## src/rtl/riscv_div.sv

```systemverilog
// riscv_div: RV32M DIV/DIVU/REM/REMU unit, radix-2 restoring, one quotient bit per cycle.
// Latency: done in the cycle after accept+WORD_LENGTH edges; div-by-zero/overflow done in the cycle after accept.
// Backpressure: start is sampled only in IDLE; upstream must stall while busy. flush kills any op in flight.
// Ports: clk, rst_n (sync, active-low); start, div_op[1:0], op1, op2, flush in;
//        busy (state != IDLE), done (1-cycle pulse), result (held until next completion) out.
module riscv_div #(
  parameter int WORD_LENGTH = 32
) (
  input  logic                   clk,
  input  logic                   rst_n,
  input  logic                   start,
  input  logic [1:0]             div_op,
  input  logic [WORD_LENGTH-1:0] op1,
  input  logic [WORD_LENGTH-1:0] op2,
  input  logic                   flush,
  output logic                   busy,
  output logic                   done,
  output logic [WORD_LENGTH-1:0] result
);

  localparam int CW = $clog2(WORD_LENGTH);
  localparam logic [WORD_LENGTH-1:0] MIN_NEG = {1'b1, {(WORD_LENGTH-1){1'b0}}};

  typedef enum logic [1:0] {
    S_IDLE = 2'd0,
    S_CALC = 2'd1,
    S_DONE = 2'd2
  } state_e;

  state_e                 state_q, state_d;
  logic [CW-1:0]          count_q, count_d;
  // quot_q starts as the dividend magnitude; quotient bits shift in from the LSB
  logic [WORD_LENGTH-1:0] quot_q, quot_d;
  logic [WORD_LENGTH-1:0] rem_q, rem_d;
  logic [WORD_LENGTH-1:0] divisor_q, divisor_d;
  logic                   is_rem_q, is_rem_d;
  logic                   neg_quo_q, neg_quo_d;
  logic                   neg_rem_q, neg_rem_d;
  logic [WORD_LENGTH-1:0] result_q, result_d;

  logic                   signed_op;
  logic [WORD_LENGTH-1:0] mag1, mag2;
  logic [WORD_LENGTH:0]   rem_sh;
  logic [WORD_LENGTH:0]   trial;
  logic [WORD_LENGTH-1:0] quot_nxt, rem_nxt, res_fin;

  assign signed_op = ~div_op[0];
  assign mag1      = (signed_op && op1[WORD_LENGTH-1]) ? -op1 : op1;
  assign mag2      = (signed_op && op2[WORD_LENGTH-1]) ? -op2 : op2;

  // rem < divisor always holds, so the shifted remainder is below 2*divisor and
  // WORD_LENGTH+1 bits are enough for trial; its MSB is the borrow.
  assign rem_sh   = {rem_q, quot_q[WORD_LENGTH-1]};
  assign trial    = rem_sh - {1'b0, divisor_q};
  assign quot_nxt = {quot_q[WORD_LENGTH-2:0], ~trial[WORD_LENGTH]};
  assign rem_nxt  = trial[WORD_LENGTH] ? rem_sh[WORD_LENGTH-1:0] : trial[WORD_LENGTH-1:0];
  // Final sign fix-up uses this iteration's values so result lands on the edge that enters DONE
  assign res_fin  = is_rem_q ? (neg_rem_q ? -rem_nxt  : rem_nxt)
                             : (neg_quo_q ? -quot_nxt : quot_nxt);

  always_comb begin
    state_d   = state_q;
    count_d   = count_q;
    quot_d    = quot_q;
    rem_d     = rem_q;
    divisor_d = divisor_q;
    is_rem_d  = is_rem_q;
    neg_quo_d = neg_quo_q;
    neg_rem_d = neg_rem_q;
    result_d  = result_q;

    unique case (state_q)
      S_IDLE: begin
        if (start) begin
          is_rem_d = div_op[1];
          if (op2 == '0) begin
            result_d = div_op[1] ? op1 : '1;
            state_d  = S_DONE;
          end else if (signed_op && (op1 == MIN_NEG) && (op2 == '1)) begin
            result_d = div_op[1] ? '0 : MIN_NEG;
            state_d  = S_DONE;
          end else begin
            quot_d    = mag1;
            divisor_d = mag2;
            rem_d     = '0;
            count_d   = '0;
            neg_quo_d = signed_op & (op1[WORD_LENGTH-1] ^ op2[WORD_LENGTH-1]);
            neg_rem_d = signed_op & op1[WORD_LENGTH-1];
            state_d   = S_CALC;
          end
        end
      end
      S_CALC: begin
        quot_d  = quot_nxt;
        rem_d   = rem_nxt;
        count_d = count_q + 1'b1;
        if (count_q == CW'(WORD_LENGTH - 1)) begin
          result_d = res_fin;
          state_d  = S_DONE;
        end
      end
      S_DONE: state_d = S_IDLE;
      default: state_d = S_IDLE;
    endcase

    // flush wins over everything: abandon the op and keep the previous result
    if (flush) begin
      state_d  = S_IDLE;
      result_d = result_q;
    end
  end

  always_ff @(posedge clk) begin
    if (!rst_n) begin
      state_q   <= S_IDLE;
      count_q   <= '0;
      quot_q    <= '0;
      rem_q     <= '0;
      divisor_q <= '0;
      is_rem_q  <= 1'b0;
      neg_quo_q <= 1'b0;
      neg_rem_q <= 1'b0;
      result_q  <= '0;
    end else begin
      state_q   <= state_d;
      count_q   <= count_d;
      quot_q    <= quot_d;
      rem_q     <= rem_d;
      divisor_q <= divisor_d;
      is_rem_q  <= is_rem_d;
      neg_quo_q <= neg_quo_d;
      neg_rem_q <= neg_rem_d;
      result_q  <= result_d;
    end
  end

  assign busy   = (state_q != S_IDLE);
  // A flush arriving in the DONE cycle itself must still hide the completion,
  // so the registered DONE state is masked by the kill.
  assign done   = (state_q == S_DONE) && !flush;
  assign result = result_q;

endmodule
```

## config.mk

```make
export PLATFORM = sky130hd
export DESIGN_NAME = riscv_div
export DESIGN_NICKNAME = d
export VERILOG_FILES = /design/src/rtl/riscv_div.sv
export SDC_FILE = /design/constraint.sdc
export NUM_CORES = 1
export LEC_CHECK = 0
export CAP_MARGIN = 5
export CORE_MARGIN = 3
export CORE_UTILIZATION = 42
export CTS_CLUSTER_DIAMETER = 30
export DETAILED_ROUTE_END_ITERATION = 8
export GPL_TIMING_DRIVEN = 0
export PLACE_DENSITY_LB_ADDON = 0.15
export SYNTH_ARGS = -nofsm -noshare
export SYNTH_HDL_FRONTEND = slang
export SYNTH_SLANG_ARGS = --single-unit
```

## constraint.sdc

```tcl
create_clock -name clk -period 8.2 [get_ports clk]
set_clock_uncertainty 0.2 [all_clocks]
set_input_delay 1.64 -clock clk [delete_from_list [all_inputs] [get_ports clk]]
set_output_delay 1.64 -clock clk [all_outputs]
set_load 0.005 [all_outputs]
```

[After elaboration in Yosys (flattened, before gate mapping)]
Cells that the tools add are included.
W data, S select, Z words.
Storage, ports and cells
  register bits: 138
  input port bits: 70
  output and inout port bits: 34
  logic and storage cells: 80
Cells by class
  add/sub/neg operators: 6
  equal/unequal tests: 10
  mux-type cells: 30
  bitwise gates (word level): 9
  reduce and logical (&&, ||, !) cells: 16
Operators with widths (number)
  $mux W32: 18
  $pmux W32 S2: 3
  $neg A32 Y32: 4
  $eq A32 B32 Y1 const B: 2
  $sub A33 B32 Y33: 1
  $logic_not A32 Y1: 1
  $mux W5: 3
  $pmux W5 S2: 1
  $mux W2: 4
  $ne A2 B2 Y1 const B: 4
  $reduce_and A4 Y1: 2
  $not A1 Y1: 6
  $add A5 B1 Y5 const B: 1
  $eq A5 B5 Y1 const B: 1
  $logic_and A1 B1 Y1: 5
  $reduce_and A5 Y1: 1
  $pmux W2 S2: 1
  $reduce_and A2 Y1: 2
  $reduce_bool A2 Y1: 2
  $ne A3 B3 Y1 const B: 1
  $and A1 B1 Y1: 2
  $eq A2 B1 Y1 const B: 1
  $eq A2 B2 Y1 const B: 1
  $logic_not A2 Y1: 1
  other kinds (3): 3

[Logic depth before layout (Yosys ltp)]
  depth in word-level cells: 7
  gate-level depth with buffers: 26
  gate-level depth less buffers: 22

[Least setup slack after synthesis]
OpenSTA, ideal clock, no wires.
  path type: reg2reg
  start: reg quot_q[31]
  end: reg result_q[22] (netlist: result[22])
  library setup time: 0.071 ns
  arrival time: 5.079 ns
  required time: 7.929 ns
  slack: 2.851 ns
  cell stages (with the launch flop): 25
  path buffers: 3
  period minus slack after synthesis: 5.349 ns
  cells stage by stage: dfxtp_1 -> inv_1 -> ha_1 -> fa_1 -> and2b_1 -> o2111ai_2 -> a2111oi_2 -> o211a_1 -> o21ai_1 -> and2_4 -> buf_12 -> inv_6 -> buf_2 -> buf_1 -> o21ai_0 -> inv_1 -> ha_1 -> inv_1 -> nor4_1 -> a41oi_1 -> nor4b_4 -> a21oi_1 -> xor2_1 -> a211o_1 -> a21oi_1
On the way
  longest elaborated chain between the ends: 7
  elaborated cells on any way between the ends: 10
  those cells by class: add/sub: 3; mux: 6; bitwise: 1
RTL lines
  start: declaration: line 33  | logic [WORD_LENGTH-1:0] quot_q, quot_d;
  start signal: assignment: line 127  | quot_q <= quot_d;
  $sub A33 B32 Y33: line 54  | assign trial = rem_sh - {1'b0, divisor_q};
  $mux W32 or $not A1 Y1 (tied branches): line 56, 55
  $neg A32 Y32 (on tied branches): line 58, 59
  $mux W32 (on tied branches): line 58, 59
  $mux W32 (*): line 58  | assign res_fin = is_rem_q ? (neg_rem_q ? -rem_nxt : rem_nxt)
  $mux W32 (*): line 97  | if (count_q == CW'(WORD_LENGTH - 1)) begin
  $pmux W32 S2 (*): line 72  | unique case (state_q)
  end signal: assignment: line 133  | result_q <= result_d;
  end: declaration: line 39  | logic [WORD_LENGTH-1:0] result_q, result_d;
Every way passes the cells marked *; elsewhere a longest branch is shown, timed or not. The select of a mux whose other input is x is not followed.
A chain may end at the register's enable or synchronous reset.

[Worst setup path after layout]
Same ends and word-level chain as after synthesis.

==> results.py <==
metrics = {
    "status": {
        "run_status": "finished clean",
    },
    "critical_path": {
        "endpoint_kind": "flop",
        "path_max_fanout": 10,
        "critPathKind": "reg -> reg",
        "cp.arrival_ps": 7450,
        "crit_required_ps": 8370,
        "crit_path_start_kind": "flop",
    },
    "hold_path": {
        "hp-class": "reg -> reg",
    },
    "global_routing": {
        "grt_max_degree": 17,
        "antenna_found_initial": 1,
        "grt_util_met3_pct": 6.14,
        "overflow": 0,
        "grt_pass1_vias": 11300,
        "grt_usage_pct": 30.6,
        "grt_pass1_wl_um": 67300,
        "grt_most_used_layer": "met2",
        "grt.met2_usage_pct": 45.6,
        "grtUsageMet1_pct": 44.8,
    },
    "timing": {
        "worst_slack_ps": 919,
        "relSlewSlack_pct": 36.7,
        "fin_setup_tns_ps": 0,
        "finalSetupViolations": 0,
        "fmax_ghz": 0.137,
        "maxSlewViolCount": 0,
        "fin_crit_sh_pct": 88.8,
        "grt_setup_unrepaired": "false",
        "min_period_ps": 7280,
        "tightest_slew_ps": 945,
        "hold_viol_final": 0,
    },
    "die": {
        "rows": 58,
        "die_height_um": 169,
        "die_x_um": 169,
        "core-area_um2": 25600,
        "io_pins": 104,
        "die_area_um2": 28500,
        "initial_core_util_pct": 43.4,
    },
    "yosys": {
        "syn_avg_cell_area_um2": 7.39,
        "synth_fp_nets": 1615,
        "synth_seq_cells": 138,
        "netlist_area_um2": 11100,
        "synthArstFlopShare_pct": 0,
        "yosysUniqueCellTypes": 90,
        "yosys_most_used_dff": "dfxtp_1",
        "yosys_warnings": 0,
        "ys_seq_area_share_pct": 24.8,
        "synth_edf_count": 0,
        "synthCells": 1505,
    },
    "cells_and_area": {
        "diodes": 0,
        "nNetsFinal": 1737,
        "area_growth_pct": 18.5,
        "drive_above_1_share_pct": 5.92,
    },
    "clocking": {
        "numCtsBuffers": 17,
        "clk_pin_slew_ps": 70,
        "cts_tree": "built",
        "htree_num_levels": 4,
        "clk_latency_ps": 450,
        "cts-root-buf": "clkbuf_16",
        "ctsLongestPathBuffers": 2,
        "clkSinkCount": 138,
        "cts_resized": 0,
        "ctsHoldBuffers": 0,
        "postCtsSetupBuffers": 0,
    },
    "pwr": {
        "p_leak_nw": 4.79,
        "ir_drop_uv": 139,
        "cellPowerDensity_nw_per_um2": 152,
    },
    "flow_run": {
        "max-cap-violations": 0,
    },
    "placement": {
        "dp_slack_ps": 1110,
        "gp_congestion": 0.991,
        "portBuffers": 103,
        "hpwl_um": 35200,
    },
    "routing": {
        "wl_per_cell_um": 22.6,
        "routed_via_density": 6.22,
        "totalWireLength_um": 44600,
        "vias": 12300,
        "first_pass_iters": 8,
        "drcViolationCount": 0,
        "drt_iter0_drc": 1107,
        "drtAntennaViolNets": 0,
    },
}
## final timing paths
check	start	to	slack [ps]	depth (start not counted)
min reg2reg	divisor_q[31]	divisor_q[31]	260	2
max	quot_q[31]	result[22]	920	24
max reg2reg	quot_q[31]	result[22]	920	24
min	divisor_q[31]	divisor_q[31]	260	2
## where the power goes
part	internal, W	total (W)	switching (W)
registers	0.000697	0.000727	0.0000300
logic	0.000161	0.000448	0.000286
clock network	0.000488	0.000829	0.000341
## synthesized netlist by cell type (5+ instances only)
cell	n	area [um2]
xor2_1	60	526
o21a_1	11	82.6
nor4_1	21	131
nand2_1	128	480
o31ai_1	24	180
nor2_1	175	657
nor2b_1	7	43.8
nor3_1	30	150
nand3_1	32	160
o211ai_1	16	120
o41ai_1	16	140
o21ai_0	112	561
and3_1	8	50.1
dfxtp_1	138	2760
buf_1	5	18.8
or3_1	17	106
a31oi_1	36	225
or4_1	6	45.0
o2111ai_1	6	52.6
a311oi_1	5	43.8
ha_1	39	488
a21oi_1	132	661
a21boi_0	6	45.0
mux2_2	6	67.6
clkbuf_1	73	274
mux2i_1	25	250
xnor2_1	73	639
a21o_1	14	105
a211oi_1	41	308
o21ai_1	7	35.0
and2_1	14	87.6
buf_2	15	75.1
or2_2	8	50.1
nand2b_1	17	106
nand4_1	21	131
inv_1	54	203
a32oi_1	23	201
## layout by cell type (no fill, tap or decap), drive strengths merged, types with 6 or more instances in the layout
cell type	n
or2	8
and2	16
mux2	7
a31o	6
o2111ai	7
nor4	22
nand3	33
or4	7
or3	17
o211ai	16
buf	24
clkbuf	92
nor3	30
o31ai	25
ha	39
xnor2	73
and3	8
a21o	15
dfxtp	138
clkdlybuf4s50	103
nand2	128
xor2	60
a21boi	6
o21ai	119
nand4	22
nor2	175
a211oi	41
a21oi	135
mux2i	29
o21a	12
a31oi	36
nor2b	7
inv	60
o41ai	16
nand2b	17
a32oi	23
## per-layer routing
metal	up-vias	wire length (um)
met3	69	3950
li1	5746	-
met4	0	940
met1	5846	20400
met5	-	0
met2	589	19200
## layout make-up
cell class                      instances  area, um2
Buffer                                 98        423
Clock buffer                           18        439
Clock inverter                         12        165
Fill cell                            2556      12400
Inverter                               57        219
Multi-Input combinational cell       1212       7730
Sequential cell                       138       2760
Tap cell                              330        413
Timing Repair Buffer                  103       1030
## cell families after synthesis
logic type | Yosys count | synth area share [%]
XOR/XNOR | 133 | 10.5
adder cells (fa/ha/maj) | 40 | 4.57
AND/OR/NAND/NOR | 502 | 21.6
AO/OA/AOI/OAI | 501 | 29.3
multiplexers | 36 | 3.49
buffers and inverters | 155 | 5.77
flip-flops | 138 | 24.8
## metrics by stage
stage	instances	area (um2)	hold WS, ps	util [%]	total power, W
after detailed placement	1938	12600	248	49.1	0.00118
after CTS	1968	13200	256	51.5	0.00199
after global placement	1938	12600	242	49.1	0.00117
final	1968	13200	260	51.5	0.00200
after global routing	1968	13200	287	51.5	0.00207
after floorplan	1505	11100	232	-	0.00101
## state kept, by name, summed over array words and instances, names as in the netlist
signal and count:
result 32, neg_rem_q 1, divisor_q 32, state_q 2, quot_q 32, count_q 5, is_rem_q 1, neg_quo_q 1
rem_q 32
## worst max-delay path, cell delays in order (launching register included)
cell and delay [ps]:
dfxtp_1 380, inv_1 60, ha_1 220, fa_1 400, and2b_1 270, o2111ai_2 190, a2111oi_2 500, o211a_1 250
o21ai_1 230, and2_4 250, buf_12 140, inv_6 100, buf_2 280, buf_1 540, o21ai_0 380, inv_1 120
ha_1 230, inv_1 120, nor4_1 600, a41oi_1 370, nor4b_4 480, a21oi_1 140, xor2_1 200, a211o_1 360
a21oi_1 150
Note: power is estimated with default switching activity, not from simulation.
